$ cat src/rtl/painter_pkg.sv
// Shared definitions for the multi-pipe painter: state encoding, colours,
// default screen geometry and the pipe-gap row test.
package painter_pkg;

   localparam logic [2:0] StIdle      = 3'd0;
   localparam logic [2:0] StEraseBox  = 3'd1;
   localparam logic [2:0] StErasePipe = 3'd2;
   localparam logic [2:0] StLatch     = 3'd3;
   localparam logic [2:0] StDrawBox   = 3'd4;
   localparam logic [2:0] StDrawPipe  = 3'd5;
   localparam logic [2:0] StDone      = 3'd6;

   localparam logic [2:0] BLACK = 3'b000;
   localparam logic [2:0] GREEN = 3'b010;
   localparam logic [2:0] WHITE = 3'b111;

   localparam int unsigned DEF_SCREEN_W = 160;
   localparam int unsigned DEF_SCREEN_H = 120;
   localparam int unsigned DEF_GAP_H    = 30;

   // Widened to 9 bits so gap_top + gap_h cannot wrap past the last row.
   function automatic logic row_in_gap(input logic [6:0] row, input logic [6:0] gap_top,
                                       input int unsigned gap_h);
      return ({2'b00, row} >= {2'b00, gap_top}) &&
             ({2'b00, row} < ({2'b00, gap_top} + 9'(gap_h)));
   endfunction

endpackage

$ cat src/rtl/column_scanner.sv
// Row/pipe stepper shared by the erase and draw pipe phases. Outputs describe the
// row about to be painted (next-state values) so the top can register them directly.
module column_scanner
   import painter_pkg::*;
#(
   parameter int unsigned NUM_PIPES = 2,
   parameter int unsigned SCREEN_W  = DEF_SCREEN_W,
   parameter int unsigned SCREEN_H  = DEF_SCREEN_H,
   parameter int unsigned GAP_H     = DEF_GAP_H,
   parameter int unsigned PIPE_W    = (NUM_PIPES > 1) ? $clog2(NUM_PIPES) : 1
) (
   input  logic                   clk_i,
   input  logic                   reset_i,
   input  logic                   start_i,
   input  logic                   step_i,
   input  logic [NUM_PIPES*8-1:0] pipe_x_i,
   input  logic [NUM_PIPES*7-1:0] pipe_gap_y_i,
   output logic                   last_o,
   output logic [7:0]             col_x_o,
   output logic [6:0]             row_o,
   output logic                   plot_mask_o
);

   logic [6:0]        row_q, row_d;
   logic [PIPE_W-1:0] pipe_q, pipe_d;
   logic [6:0]        gap_top;

   assign last_o = (row_q == 7'(SCREEN_H - 1)) && (pipe_q == PIPE_W'(NUM_PIPES - 1));
   assign row_o  = row_d;

   always_comb begin
      row_d  = row_q;
      pipe_d = pipe_q;
      if (start_i) begin
         row_d  = '0;
         pipe_d = '0;
      end else if (step_i) begin
         if (row_q == 7'(SCREEN_H - 1)) begin
            row_d  = '0;
            pipe_d = pipe_q + 1'b1;
         end else begin
            row_d = row_q + 7'd1;
         end
      end
   end

   always_comb begin
      col_x_o = '0;
      gap_top = '0;
      for (int i = 0; i < NUM_PIPES; i++) begin
         if (pipe_d == PIPE_W'(i)) begin
            col_x_o = pipe_x_i[8*i +: 8];
            gap_top = pipe_gap_y_i[7*i +: 7];
         end
      end
      plot_mask_o = ({1'b0, col_x_o} < 9'(SCREEN_W)) && !row_in_gap(row_d, gap_top, GAP_H);
   end

   always_ff @(posedge clk_i) begin
      if (reset_i) begin
         row_q  <= '0;
         pipe_q <= '0;
      end else begin
         row_q  <= row_d;
         pipe_q <= pipe_d;
      end
   end

endmodule

$ cat src/rtl/multi_pipe_painter.sv
// Frame painter: erases the previous box/pipe snapshot, latches new positions, redraws.
// Box phases exist only when MULTI_PIPE_PAINTER_BOX_EN is defined.
module multi_pipe_painter
   import painter_pkg::*;
#(
   parameter int unsigned NUM_PIPES = 2,
   parameter int unsigned SCREEN_W  = DEF_SCREEN_W,
   parameter int unsigned SCREEN_H  = DEF_SCREEN_H,
   parameter int unsigned GAP_H     = DEF_GAP_H,
   parameter int unsigned BOX_X     = 4
) (
   input  logic                   CLOCK_50,
   input  logic                   reset,
   input  logic                   game_pulse,
   input  logic [6:0]             box_y,
   input  logic [NUM_PIPES*8-1:0] pipe_x,
   input  logic [NUM_PIPES*7-1:0] pipe_gap_y,
   output logic                   plot,
   output logic [7:0]             x,
   output logic [6:0]             y,
   output logic [2:0]             colour,
   output logic                   busy,
   output logic                   frame_done,
   output logic                   overrun
);

   logic [2:0]             state_q, state_d;
   logic                   pending_q, pending_d;
   logic                   snap_valid_q, snap_valid_d;
   logic [NUM_PIPES*8-1:0] snap_pipe_x_q, snap_pipe_x_d;
   logic [NUM_PIPES*7-1:0] snap_gap_q, snap_gap_d;
   logic                   plot_q, plot_d;
   logic [7:0]             x_q, x_d;
   logic [6:0]             y_q, y_d;
   logic [2:0]             colour_q, colour_d;
   logic                   frame_done_q, frame_done_d;
   logic                   overrun_q, overrun_d;
   logic                   start_frame;
   logic                   scan_start, scan_step, scan_last, scan_mask;
   logic [7:0]             scan_x;
   logic [6:0]             scan_row;

`ifdef MULTI_PIPE_PAINTER_BOX_EN
   logic [6:0] snap_box_y_q, snap_box_y_d;
   logic [3:0] box_cnt_q, box_cnt_d;
   logic [7:0] box_row_p1;
`else
   logic unused_box;
   assign unused_box = ^{box_y, 8'(BOX_X)};
`endif

   column_scanner #(
      .NUM_PIPES (NUM_PIPES),
      .SCREEN_W  (SCREEN_W),
      .SCREEN_H  (SCREEN_H),
      .GAP_H     (GAP_H)
   ) u_scanner (
      .clk_i        (CLOCK_50),
      .reset_i      (reset),
      .start_i      (scan_start),
      .step_i       (scan_step),
      .pipe_x_i     (snap_pipe_x_d),
      .pipe_gap_y_i (snap_gap_d),
      .last_o       (scan_last),
      .col_x_o      (scan_x),
      .row_o        (scan_row),
      .plot_mask_o  (scan_mask)
   );

   always_comb begin
      state_d      = state_q;
      pending_d    = pending_q;
      snap_valid_d = snap_valid_q;
      snap_pipe_x_d = snap_pipe_x_q;
      snap_gap_d   = snap_gap_q;
      overrun_d    = 1'b0;
      frame_done_d = 1'b0;
      start_frame  = 1'b0;
      scan_start   = 1'b0;
      scan_step    = 1'b0;
`ifdef MULTI_PIPE_PAINTER_BOX_EN
      snap_box_y_d = snap_box_y_q;
      box_cnt_d    = box_cnt_q;
`endif
      // Only one request can wait behind the current frame; extras are dropped.
      if (state_q != StIdle && game_pulse) begin
         if (pending_q) overrun_d = 1'b1;
         else           pending_d = 1'b1;
      end
      case (state_q)
         StIdle: start_frame = game_pulse || pending_q;
`ifdef MULTI_PIPE_PAINTER_BOX_EN
         StEraseBox: begin
            if (box_cnt_q == 4'd8) begin
               state_d    = StErasePipe;
               scan_start = 1'b1;
            end else begin
               box_cnt_d = box_cnt_q + 4'd1;
            end
         end
         StDrawBox: begin
            if (box_cnt_q == 4'd8) begin
               state_d    = StDrawPipe;
               scan_start = 1'b1;
            end else begin
               box_cnt_d = box_cnt_q + 4'd1;
            end
         end
`endif
         StErasePipe: begin
            if (scan_last) state_d = StLatch;
            else           scan_step = 1'b1;
         end
         StLatch: begin
            snap_valid_d  = 1'b1;
            snap_pipe_x_d = pipe_x;
            snap_gap_d    = pipe_gap_y;
`ifdef MULTI_PIPE_PAINTER_BOX_EN
            snap_box_y_d = box_y;
            state_d      = StDrawBox;
            box_cnt_d    = '0;
`else
            state_d    = StDrawPipe;
            scan_start = 1'b1;
`endif
         end
         StDrawPipe: begin
            if (scan_last) begin
               state_d      = StDone;
               frame_done_d = 1'b1;
            end else begin
               scan_step = 1'b1;
            end
         end
         StDone: begin
            if (pending_q) start_frame = 1'b1;
            else           state_d = StIdle;
         end
         default: state_d = StIdle;
      endcase
      if (start_frame) begin
         pending_d = 1'b0;
         if (snap_valid_q) begin
`ifdef MULTI_PIPE_PAINTER_BOX_EN
            state_d   = StEraseBox;
            box_cnt_d = '0;
`else
            state_d    = StErasePipe;
            scan_start = 1'b1;
`endif
         end else begin
            state_d = StLatch;
         end
      end
   end

   // Pixel outputs follow the next state so each state's pixel is visible while in it.
   always_comb begin
      plot_d   = 1'b0;
      x_d      = x_q;
      y_d      = y_q;
      colour_d = colour_q;
`ifdef MULTI_PIPE_PAINTER_BOX_EN
      box_row_p1 = '0;
`endif
      case (state_d)
`ifdef MULTI_PIPE_PAINTER_BOX_EN
         StEraseBox, StDrawBox: begin
            box_row_p1 = {1'b0, snap_box_y_d} + 8'(box_cnt_d / 4'd3);
            if (box_row_p1 != 8'd0 && box_row_p1 <= 8'(SCREEN_H)) begin
               plot_d   = 1'b1;
               x_d      = 8'(BOX_X - 1) + 8'(box_cnt_d % 4'd3);
               y_d      = 7'(box_row_p1 - 8'd1);
               colour_d = (state_d == StDrawBox) ? WHITE : BLACK;
            end
         end
`endif
         StErasePipe, StDrawPipe: begin
            if (scan_mask) begin
               plot_d   = 1'b1;
               x_d      = scan_x;
               y_d      = scan_row;
               colour_d = (state_d == StDrawPipe) ? GREEN : BLACK;
            end
         end
         default: plot_d = 1'b0;
      endcase
   end

   always_ff @(posedge CLOCK_50) begin
      if (reset) begin
         state_q       <= StIdle;
         pending_q     <= 1'b0;
         snap_valid_q  <= 1'b0;
         snap_pipe_x_q <= '0;
         snap_gap_q    <= '0;
         plot_q        <= 1'b0;
         x_q           <= '0;
         y_q           <= '0;
         colour_q      <= BLACK;
         frame_done_q  <= 1'b0;
         overrun_q     <= 1'b0;
`ifdef MULTI_PIPE_PAINTER_BOX_EN
         snap_box_y_q  <= '0;
         box_cnt_q     <= '0;
`endif
      end else begin
         state_q       <= state_d;
         pending_q     <= pending_d;
         snap_valid_q  <= snap_valid_d;
         snap_pipe_x_q <= snap_pipe_x_d;
         snap_gap_q    <= snap_gap_d;
         plot_q        <= plot_d;
         x_q           <= x_d;
         y_q           <= y_d;
         colour_q      <= colour_d;
         frame_done_q  <= frame_done_d;
         overrun_q     <= overrun_d;
`ifdef MULTI_PIPE_PAINTER_BOX_EN
         snap_box_y_q  <= snap_box_y_d;
         box_cnt_q     <= box_cnt_d;
`endif
      end
   end

   assign plot       = plot_q;
   assign x          = x_q;
   assign y          = y_q;
   assign colour     = colour_q;
   assign busy       = (state_q != StIdle);
   assign frame_done = frame_done_q;
   assign overrun    = overrun_q;

endmodule

$ cat config.mk
export PLATFORM = sky130hd
export DESIGN_NAME = multi_pipe_painter
export DESIGN_NICKNAME = d
export VERILOG_FILES = /design/src/rtl/painter_pkg.sv /design/src/rtl/column_scanner.sv /design/src/rtl/multi_pipe_painter.sv
export SDC_FILE = /design/constraint.sdc
export NUM_CORES = 1
export LEC_CHECK = 0
export ABC_AREA = 1
export ABC_CLOCK_PERIOD_IN_PS = 3550
export BUFFER_PORTS_ARGS = -buffer_cell sky130_fd_sc_hd__buf_2
export CORE_UTILIZATION = 35
export CTS_CLUSTER_DIAMETER = 100
export DETAILED_ROUTE_END_ITERATION = 8
export PLACE_DENSITY = 0.65
export SYNTH_ARGS = -nofsm -noshare
export SYNTH_HDL_FRONTEND = slang
export SYNTH_SLANG_ARGS = --single-unit
export TNS_END_PERCENT = 100
$ cat constraint.sdc
create_clock -name CLOCK_50 -period 3.55 [get_ports CLOCK_50]
set_input_delay 0.71 -clock CLOCK_50 [delete_from_list [all_inputs] [get_ports CLOCK_50]]
set_output_delay 0.71 -clock CLOCK_50 [all_outputs]
set_load 0.05 [all_outputs]
==> flow_metrics.py, run 1 <==
metrics = {
    "power": {
        "leakage_nw": 2.02,
        "power-per-cell-area_mw_per_mm2": 581,
        "vdd.ir_drop.worst_v": 0.000339,
    },
    "floorplanning": {
        "design.portCount": 62,
        "die-area_sq_mm": 0.00972,
        "initial_core_util_pct": 36.7,
        "dieHeight_um": 98.6,
        "rows": 34,
        "core_region_area_sq_mm": 0.00889,
        "dieWidth_um": 98.6,
    },
    "clock_network": {
        "clock_tree_from_tritoncts": "yes",
        "cts_inserted_buffers": 9,
        "worst_skew_pair_latency_ps": 350,
        "clkSlewWorstSetupHoldPaths_ps": 70,
        "cts.sink_count": 62,
        "cts_hold_buffers": 0,
        "htree_num_levels": 3,
        "cts_max_path_buffers": 2,
        "cts.root.buffer_cell": "sky130_fd_sc_hd__clkbuf_8",
    },
    "yosys": {
        "synth_top_cell_area_share_pct": 38.0,
        "synth_most_common_cell": "sky130_fd_sc_hd__nand2_1",
        "synth_top_cells_by_area": "sky130_fd_sc_hd__dfxtp_1 38%, sky130_fd_sc_hd__nand2_1 8.2%, sky130_fd_sc_hd__nor2_1 7.9%",
        "ys_top_cells_by_count": "71 x sky130_fd_sc_hd__nand2_1, 69 x sky130_fd_sc_hd__nor2_1, 62 x sky130_fd_sc_hd__dfxtp_1, 37 x sky130_fd_sc_hd__inv_1, 32 x sky130_fd_sc_hd__nand3_1",
        "synth-seq-area-share_pct": 38.0,
        "yosysWarnings": 0,
        "netlist_area_sq_mm": 0.00326,
        "post_synthesis_cell_count": 424,
        "yosys.cell_types.count": 39,
        "synth.ff_latch_count": 62,
        "yosys_most_used_dff": "sky130_fd_sc_hd__dfxtp_1",
        "synth_enable_flop_cells": 0,
        "synth-async-reset-ratio_pct": 0,
        "synth_largest_area_cell": "sky130_fd_sc_hd__dfxtp_1",
        "syn_area_per_cell_sq_um": 7.70,
    },
    "worst_setup_path": {
        "timing.critical_path.slowest_cell_delay_ps": 340,
        "cp.arrival_ps": 3650,
        "reg2reg_slack_ps": 140,
        "crit_path_top_delay_cell": "sky130_fd_sc_hd__dfxtp_2",
        "worst-setup-path-type": "reg -> reg",
        "crit_path_start_kind": "flip-flop",
        "cp.required_ps": 3800,
        "crit_path_frequent_cell": "sky130_fd_sc_hd__nand2_4",
        "end_kind": "flip-flop",
        "critPathMaxFanout": 6,
        "worst-r2r-cell-count": 29,
    },
    "drt": {
        "detail_route.wl_per_cell_um": 12.8,
        "maxUsedRoutingLayer": "met4",
        "drt_iter0_drc": 127,
        "vias": 3037,
        "drt_pre_antenna_iters": 4,
        "detail_route.wirelength.met1_mm": 3.65,
        "drt_drc_violations_left": 0,
        "routed-wl-met3_um": 361,
        "drt-total-wl_mm": 8.06,
        "post_drt_via_cell_ratio": 4.83,
        "met2_wirelength_mm": 3.83,
        "final_antenna_net_count": 0,
    },
    "hold_path": {
        "hold_path_depth": 2,
        "hold_path.class": "reg -> reg",
    },
    "timing": {
        "finalHoldWorstSlack_ps": 478,
        "post-route-worst-setup-slack_ps": 144,
        "fmax_ghz": 0.294,
        "report.final.hold_viol_count": 0,
        "period_minus_slack_ps": 3410,
        "timing.max_slew.rel_slack_pct": 49.3,
        "setup_repair_after_global_routing_missed_its_margin": "true",
        "finalSetupViolations": 0,
        "setup-tns-final_ps": 0,
        "timing_worst_slew_pin_value_ps": 760,
        "maxSlewViolCount": 0,
        "final.period_utilization_pct": 95.9,
        "clock-skew-final_ps": 7.07,
    },
    "final_layout": {
        "area_delta_synth_final_pct": 34.0,
        "layout-drive-gt1-share_pct": 35.9,
        "insertedDiodeCount": 0,
        "number_of_nets_in_the_final_layout": 571,
        "finalInstanceArea_sq_mm": 0.00438,
    },
    "global_route": {
        "grt.overflow.total": 0,
        "grt_pass1_wl_mm": 12.6,
        "gr_usage_total_pct": 16.1,
        "number_of_antenna_violations_at_the_first_check_in_global_routing": 0,
        "grt_pass1_vias": 2916,
        "grt_max_degree": 27,
    },
    "job": {
        "drv.max_cap_violation_count": 0,
    },
    "placed_design": {
        "dp_wirelength_mm": 5.58,
        "pre_cts_ws_ps": -123,
        "numPortBuffers": 52,
        "globalplace.congestion": 0.865,
        "placed_area_sq_mm": 0.00376,
    },
    "run_status": {
        "outcome": "completed",
    },
}
==> placed cells by master, fill, tap and decap left out, drive strengths merged <==
master	count
o311ai	1
inv	41
ha	15
nand2	84
or2	6
a31oi	1
nand3	34
clkinvlp	1
xnor2	1
mux2i	22
clkinv	1
nor3	3
mux2	4
bufinv	3
o21a	5
buf	96
nand3b	1
a211oi	1
nand4	5
o2111ai	1
o21ai	6
a21oi	31
o211ai	1
a31o	1
dfxtp	62
xor2	4
conb	2
clkbuf	12
nor2	76
==> cells by family (layout without fill, tap and decap cells) <==
family	Yosys count	after routing	share of synthesized area, %
mux	26	26	8.13
fa+ha+maj	15	15	5.75
simple gates	206	209	28.4
compound gates	48	48	8.74
other cells	1	2	0.115
flops	62	62	38.0
buf+inv	61	154	9.47
xor+xnor	5	5	1.34
==> worst paths after layout <==
check                   to               start
min          snap_gap_q[8]       snap_gap_q[8]
max reg2reg           y[5]  u_scanner.row_q[2]
min reg2reg  snap_gap_q[8]       snap_gap_q[8]
max                   y[5]  u_scanner.row_q[2]
==> layout make-up <==
| cell class | count | area (sq um) |
|---|---|---|
| fill | 832 | 4520 |
| multi-input combinational | 305 | 1950 |
| sequential | 62 | 1250 |
| timing repair buffer | 97 | 634 |
| inverter | 41 | 159 |
| clock buffer | 11 | 141 |
| tap | 108 | 135 |
| clock inverter | 5 | 106 |
==> layer usage <==
layer / vias to the layer above / GRT usage (%)
met5: - / 0
met4: 0 / 9.18
met3: 20 / 2.98
met2: 71 / 27.6
met1: 1388 / 19.0
li1: 1558 / -
==> stage by stage <==
step                      total power (W)  std cells  util [%]
final                             0.00254        629      49.2
after global routing              0.00267        629      49.2
after CTS                         0.00233        614      45.1
after detailed placement          0.00156        598      42.2
after global placement            0.00155        598      42.2
after floorplan                   0.00141        425         -
==> power by group <==
| part | internal (W) | switching [W] |
|---|---|---|
| sequential | 0.000764 | 0.0000399 |
| clock | 0.000487 | 0.000285 |
| combinational | 0.000372 | 0.000593 |
==> sequential cells by signal (all words and copies together) (netlist names), 3 cells and up <==
signal and cells:
snap_pipe_x_q 16, snap_gap_q 14, y 7, state_q 3
u_scanner.row_q 7, x 8
==> timing repair <==
action	CTS	global route
cloned	0	4
gates resized for setup	2	59
pin swaps	0	10
endpoints found under the setup margin	17	17
setup buffers	0	11
==> worst max-delay path, delay by kind of cell (launching register included) <==
kind                     cells  cell delay [ps]
XOR/XNOR                     1              230
flip-flops                   1              340
buffers and inverters        4              390
AO/OA/AOI/OAI                2              220
AND/OR/NAND/NOR             20             1720
adder cells (fa/ha/maj)      2              400
No activity file was read; power rests on OpenSTA's default activity.
==> run 2: changes to the inputs <==
Settings changed: ABC_AREA 1 to not set, GPL_ROUTABILITY_DRIVEN set to 1.
==> run 2 against run 1 <==
Compared with the run above: the flow now finishes with violations (setup timing); non-clock buffer count increased by 18; clock-buffer cell count did not move; wire length increased by 0.35%; sequential share of layout area down 0.70 points; sequential power down 7.8%; final cell count is 6.4% lower; largest power group is now sequential cells.
==> flow_metrics.py, run 2 <==
metrics = {
    "final_layout": {
        "registers.top_by_ff_count": "snap_pipe_x_q",
        "number_of_flip_flops_under_the_largest_register_name": 16,
        "multiInputGateArea_sq_mm": 0.00204,
        "sequential_cell_area_sq_mm": 0.00124,
        "mostFrequentLayoutCells": "60 x sky130_fd_sc_hd__dfxtp_1, 59 x sky130_fd_sc_hd__nand2_1, 55 x sky130_fd_sc_hd__buf_4",
        "nFillCells": 813,
        "number_of_nets_in_the_final_layout": 531,
        "layout_commonest_cell": "sky130_fd_sc_hd__dfxtp_1",
        "area_delta_synth_final_pct": 36.4,
        "insertedDiodeCount": 0,
        "layout-drive-gt1-share_pct": 35.3,
    },
    "clock_network": {
        "cts_max_path_buffers": 2,
        "cts_hold_buffers": 0,
        "cts.root.buffer_cell": "sky130_fd_sc_hd__clkbuf_8",
        "clkSlewWorstSetupHoldPaths_ps": 70,
        "htree_num_levels": 3,
        "worst_skew_pair_latency_ps": 350,
        "cts_inserted_buffers": 9,
        "clock_tree_from_tritoncts": "yes",
        "cts.sink_count": 62,
    },
    "timing": {
        "maxSlewViolCount": 0,
        "fmax_ghz": 0.228,
        "timing_worst_slew_pin_value_ps": 893,
        "setup-tns-final_ps": -12890,
        "report.final.hold_viol_count": 0,
        "clock-skew-final_ps": 9.11,
        "timing.max_slew.rel_slack_pct": 40.5,
        "period_minus_slack_ps": 4380,
        "finalSetupViolations": 17,
        "post-route-worst-setup-slack_ps": -834,
        "setup_repair_after_global_routing_missed_its_margin": "true",
        "final.period_utilization_pct": 123,
    },
    "yosys": {
        "syn_area_per_cell_sq_um": 8.77,
        "synth_top_cell_area_share_pct": 37.8,
        "yosys.cell_types.count": 52,
        "synth_largest_area_cell": "sky130_fd_sc_hd__dfxtp_1",
        "synth_enable_flop_cells": 0,
        "post_synthesis_cell_count": 374,
        "synth-async-reset-ratio_pct": 0,
        "synth-seq-area-share_pct": 37.8,
        "synth.ff_latch_count": 62,
        "yosys_most_used_dff": "sky130_fd_sc_hd__dfxtp_1",
        "synth_top_cells_by_area": "sky130_fd_sc_hd__dfxtp_1 38%, sky130_fd_sc_hd__nand2_1 6.8%, sky130_fd_sc_hd__mux2i_1 6.1%",
        "netlist_area_sq_mm": 0.00328,
        "yosysWarnings": 0,
        "synth_most_common_cell": "sky130_fd_sc_hd__dfxtp_1",
        "ys_top_cells_by_count": "62 x sky130_fd_sc_hd__dfxtp_1, 59 x sky130_fd_sc_hd__nand2_1, 36 x sky130_fd_sc_hd__a21oi_1, 35 x sky130_fd_sc_hd__nor2_1",
    },
    "worst_setup_path": {
        "path_cells": "ha_4 > and4_1 > and3b_2 > ha_4 > nor4b_4 > or3b_1 > a211oi_2 > buf_4 > mux2_2 > and2_1 > ha_4 > a21o_1 > a21o_1 > a211oi_2 > buf_4 > o32ai_4 > nor3_4 > clkbuf_16 > mux2_4",
        "worst-setup-path-type": "reg -> reg",
        "crit_path_frequent_cell": "sky130_fd_sc_hd__ha_4",
        "reg2reg_slack_ps": -830,
        "crit_path_top_delay_cell": "sky130_fd_sc_hd__or3b_1",
        "critPathMaxFanout": 6,
        "timing.critical_path.slowest_cell_delay_ps": 390,
        "path_buf_inv": 3,
        "crit_family": "simple AND/OR/NAND/NOR gates",
        "end_kind": "flip-flop",
        "crit_path_start_kind": "flip-flop",
        "cp.required_ps": 3790,
        "cp.arrival_ps": 4620,
    },
    "power": {
        "sequentialPowerShare_pct": 38.4,
        "vdd.ir_drop.worst_v": 0.000232,
        "power.clock.fraction_pct": 37.7,
        "report.power.total_w": 0.00193,
        "power-per-cell-area_mw_per_mm2": 432,
        "internal_power_w": 0.00138,
        "switching_power_w": 0.000548,
        "power.combinational.fraction_pct": 24.0,
        "power.share.switching_pct": 28.4,
        "leakage_nw": 1.95,
    },
    "drt": {
        "drt_iter0_drc": 150,
        "detail_route.wl_per_cell_um": 13.7,
        "drt-total-wl_mm": 8.08,
        "post_drt_via_cell_ratio": 4.92,
        "final_antenna_net_count": 0,
        "vias": 2898,
        "drt_pre_antenna_iters": 4,
        "drt_drc_violations_left": 0,
    },
    "floorplanning": {
        "dieHeight_um": 98.8,
        "design.portCount": 62,
        "initial_core_util_pct": 36.9,
        "die-area_sq_mm": 0.00976,
        "core_region_area_sq_mm": 0.00889,
        "dieWidth_um": 98.8,
        "rows": 34,
    },
    "run_status": {
        "violated_checks": "setup timing",
        "outcome": "finished, violations left",
    },
    "global_route": {
        "gr_usage_total_pct": 17.0,
        "grt.overflow.total": 0,
        "grt_pass1_wl_mm": 13.1,
        "number_of_antenna_violations_at_the_first_check_in_global_routing": 0,
        "grt_pass1_vias": 2817,
        "grt_max_degree": 50,
    },
    "placed_design": {
        "globalplace.congestion": 0.830,
        "dp_wirelength_mm": 5.47,
        "numPortBuffers": 52,
    },
    "job": {
        "drv.max_cap_violation_count": 0,
    },
    "hold_path": {
        "hold_path.class": "reg -> reg",
    },
}
-- run 2: cell count changes after synthesis, sizes merged, moves of 8 or more --
cell,previous run,this run
clkbuf,4,12
inv,41,4
nand2,82,59
nand3,34,5
nor2b,0,20
nor2,75,35
nand2b,0,12
mux2,4,13
-- run 2: per-layer routing --
metal / part of all wire [%] / global-route usage (%) / vias to the layer above
li1: - / - / 1486
met1: 44 / 20.2 / 1343
met2: 50 / 28.9 / 59
met3: 4.7 / 5.46 / 10
met4: 1.0 / 5.63 / 0
met5: 0 / 0 / -
-- run 2: cell families after synthesis --
logic type | synth area share, %
DFF | 37.8
adders and majority gates | 5.72
xor gates and xnor gates | 1.87
and+or+nand+nor | 25.2
AOI/OAI and AO/OA | 13.3
muxes | 11.1
buffers and inverters | 4.77
other | 0.114
-- run 2: power by group through the flow --
stage / Clock, W / Combinational (W) / Sequential, W
global placement: 0 / 0.000379 / 0.000755
floorplan: 0 / 0.000242 / 0.000769
detailed placement: 0 / 0.000387 / 0.000756
finish: 0.000728 / 0.000463 / 0.000741
global route: 0.000768 / 0.000502 / 0.000745
CTS: 0.000742 / 0.000418 / 0.000741
-- run 2: area by class of cell --
class                   count  share of cell area, %
multi-input cells         284                   45.7
clock buffers              11                   3.39
flip-flops and latches     62                   27.8
well taps                 108                   3.02
clock inverters             5                   1.82
repair buffers            115                   17.9
inverters                   4                  0.336
-- run 2: what timing repair did --
action | in CTS | in global routing
gates cloned | 0 | 1
pin swaps | 7 | 5
setup endpoints to repair | 17 | 17
gates resized for setup | 17 | 14
buffers inserted | 7 | 7
-- run 2: worst paths after layout --
check / cells after the start / startpoint / to
max: 19 / u_scanner.row_q[1] / y[1]
min: 2 / snap_pipe_x_q[7] / snap_pipe_x_q[7]
max reg2reg: 19 / u_scanner.row_q[1] / y[1]
min reg2reg: 2 / snap_pipe_x_q[7] / snap_pipe_x_q[7]
-- run 2: per-stage QoR --
stage | setup WS (ps) | cells | hold WS (ps) | instance area, sq um | utilization, %
floorplan | -933 | 375 | 432 | 3340 | -
global placement | -700 | 558 | 441 | 3960 | 44.6
detailed placement | -775 | 558 | 446 | 3960 | 44.6
CTS | -764 | 581 | 456 | 4330 | 48.6
global route | -963 | 589 | 476 | 4470 | 50.3
finish | -834 | 589 | 455 | 4470 | 50.3
-- run 2: worst register-to-register path: cells and delay by family, from the launching register on --
family                     cells  cell delay, ps
AOI/OAI and AO/OA              5             920
adders and majority gates      3             530
buffers and inverters          3             530
DFF                            1             350
muxes                          2             640
and+or+nand+nor                6            1310
==> run 3: changes to the inputs <==
Settings changed: RECOVER_POWER set to 50.
==> run 3 against run 2 <==
Compared with the run above: clock skew up 0.78 ps; total power fell by 0.13%; the flow finishes with violations (capacitance limit, slew limit, setup timing); final area down 0.48%; die area is the same; combinational power hardly changed; core utilization down 0.24 points; sequential share of layout area is 0.13 points higher; global-route usage unchanged.
==> flow_metrics.py, run 3 (synthesized netlist as in run 2, its figures left out) <==
metrics = {
    "worst_setup_path": {
        "end_kind": "flip-flop",
        "cp.required_ps": 3790,
        "crit_path_start_kind": "flip-flop",
        "timing.critical_path.slowest_cell_delay_ps": 390,
        "reg2reg_slack_ps": -840,
        "crit_family": "simple AND/OR/NAND/NOR gates",
        "crit_path_top_delay_cell": "sky130_fd_sc_hd__or3b_1",
        "critPathMaxFanout": 6,
        "path_cells": "ha_4 > and4_1 > and3b_2 > ha_4 > nor4b_4 > or3b_1 > a211oi_2 > buf_4 > mux2_2 > and2_1 > ha_4 > a21o_1 > a21o_1 > a211oi_2 > buf_4 > o32ai_4 > nor3_4 > clkbuf_16 > mux2_4",
        "cp.arrival_ps": 4620,
        "path_buf_inv": 3,
        "worst-setup-path-type": "reg -> reg",
        "crit_path_frequent_cell": "sky130_fd_sc_hd__ha_4",
    },
    "power": {
        "report.power.total_w": 0.00193,
        "leakage_nw": 1.88,
        "vdd.ir_drop.worst_v": 0.000231,
        "power-per-cell-area_mw_per_mm2": 434,
    },
    "final_layout": {
        "final_util_pct": 50.1,
        "registers.top_by_ff_count": "snap_pipe_x_q",
        "finalInstanceArea_sq_mm": 0.00445,
        "number_of_nets_in_the_final_layout": 531,
        "layout-drive-gt1-share_pct": 31.8,
        "insertedDiodeCount": 0,
        "mostFrequentLayoutCells": "60 x sky130_fd_sc_hd__dfxtp_1, 59 x sky130_fd_sc_hd__nand2_1, 55 x sky130_fd_sc_hd__buf_4",
        "number_of_flip_flops_under_the_largest_register_name": 16,
        "area_delta_synth_final_pct": 35.7,
        "layout_commonest_cell": "sky130_fd_sc_hd__dfxtp_1",
    },
    "placed_design": {
        "placed_area_sq_mm": 0.00396,
        "pre_cts_ws_ps": -775,
        "dp_wirelength_mm": 5.47,
        "numPortBuffers": 52,
        "globalplace.congestion": 0.830,
    },
    "floorplanning": {
        "die-area_sq_mm": 0.00976,
        "dieHeight_um": 98.8,
        "design.portCount": 62,
        "core_region_area_sq_mm": 0.00889,
        "initial_core_util_pct": 36.9,
        "dieWidth_um": 98.8,
        "rows": 34,
    },
    "clock_network": {
        "cts.sink_count": 62,
        "cts_hold_buffers": 0,
        "worst_skew_pair_latency_ps": 350,
        "clkSlewWorstSetupHoldPaths_ps": 70,
        "htree_num_levels": 3,
        "cts_inserted_buffers": 9,
        "cts.root.buffer_cell": "sky130_fd_sc_hd__clkbuf_8",
        "cts_max_path_buffers": 2,
        "clock_tree_from_tritoncts": "yes",
    },
    "drt": {
        "drt-total-wl_mm": 8.10,
        "final_antenna_net_count": 0,
        "drt_pre_antenna_iters": 4,
        "drt_drc_violations_left": 0,
        "drt_iter0_drc": 127,
        "post_drt_via_cell_ratio": 4.95,
        "vias": 2913,
        "detail_route.wl_per_cell_um": 13.7,
    },
    "hold_path": {
        "hold_path.class": "reg -> reg",
    },
    "timing": {
        "setup_repair_after_global_routing_missed_its_margin": "true",
        "timing.max_slew.rel_slack_pct": -42.7,
        "final.period_utilization_pct": 124,
        "fmax_ghz": 0.228,
        "finalHoldWorstSlack_ps": 455,
        "clock-skew-final_ps": 9.89,
        "period_minus_slack_ps": 4390,
        "maxSlewViolCount": 50,
        "finalSetupViolations": 17,
        "post-route-worst-setup-slack_ps": -836,
        "timing_worst_slew_pin_value_ps": 2140,
        "report.final.hold_viol_count": 0,
    },
    "global_route": {
        "number_of_antenna_violations_at_the_first_check_in_global_routing": 0,
        "grt_pass1_vias": 2817,
        "grt_pass1_wl_mm": 13.1,
        "grt.overflow.total": 0,
        "grt_max_degree": 50,
        "gr_usage_total_pct": 17.0,
    },
    "run_status": {
        "outcome": "finished, violations left",
        "violated_checks": "capacitance limit, slew limit, setup timing",
    },
    "job": {
        "drv.max_cap_violation_count": 1,
    },
}
-- run 3: path summary, 6_finish.rpt --
path / from / endpoint / cells after the start
worst min-delay path: snap_pipe_x_q[7] / snap_pipe_x_q[7] / 2
worst min register to register: snap_pipe_x_q[7] / snap_pipe_x_q[7] / 2
worst max register to register: u_scanner.row_q[1] / y[1] / 19
worst max-delay path: u_scanner.row_q[1] / y[1] / 19
-- run 3: timing repair --
action,4_1_cts,5_1_grt
endpoints found under the setup margin,17,17
setup buffers,7,7
pin swaps,7,5
resized for setup,17,14
cloned,0,1
-- run 3: metal layers --
| metal | global-route usage (%) | part of all wire, % | routed length [um] |
|---|---|---|---|
| met1 | 20.2 | 45 | 3620 |
| met2 | 28.9 | 50 | 4050 |
| met3 | 5.46 | 4.4 | 360 |
| met4 | 5.63 | 0.74 | 60 |
| met5 | 0 | 0 | 0 |
-- run 3: area by class of cell --
class	count	area, sq um
fillers	820	4440
inverters	4	15.0
clock inverters	5	81.3
well taps	108	135
clock buffers	11	151
repair buffers	115	781
flip-flops and latches	62	1240
multi-input cells	284	2040
-- run 3: metrics by stage --
| step | instances | setup TNS, ps |
|---|---|---|
| 3_3_place_gp | 558 | -11020 |
| 3_5_place_dp | 558 | -12150 |
| 5_1_grt | 589 | -15220 |
| 4_1_cts | 581 | -11890 |
| 6_report | 589 | -12950 |
| 2_1_floorplan | 375 | -13300 |
-- run 3: worst min-delay path, stage by stage, from the launching register on --
cell,delay (ps)
sky130_fd_sc_hd__dfxtp_1,310
sky130_fd_sc_hd__nand2_1,50
sky130_fd_sc_hd__a21oi_1,50
-- run 3: power by group --
part / internal, W / switching, W
Combinational: 0.000228 / 0.000234
Sequential: 0.000722 / 0.0000195
Clock: 0.000434 / 0.000293
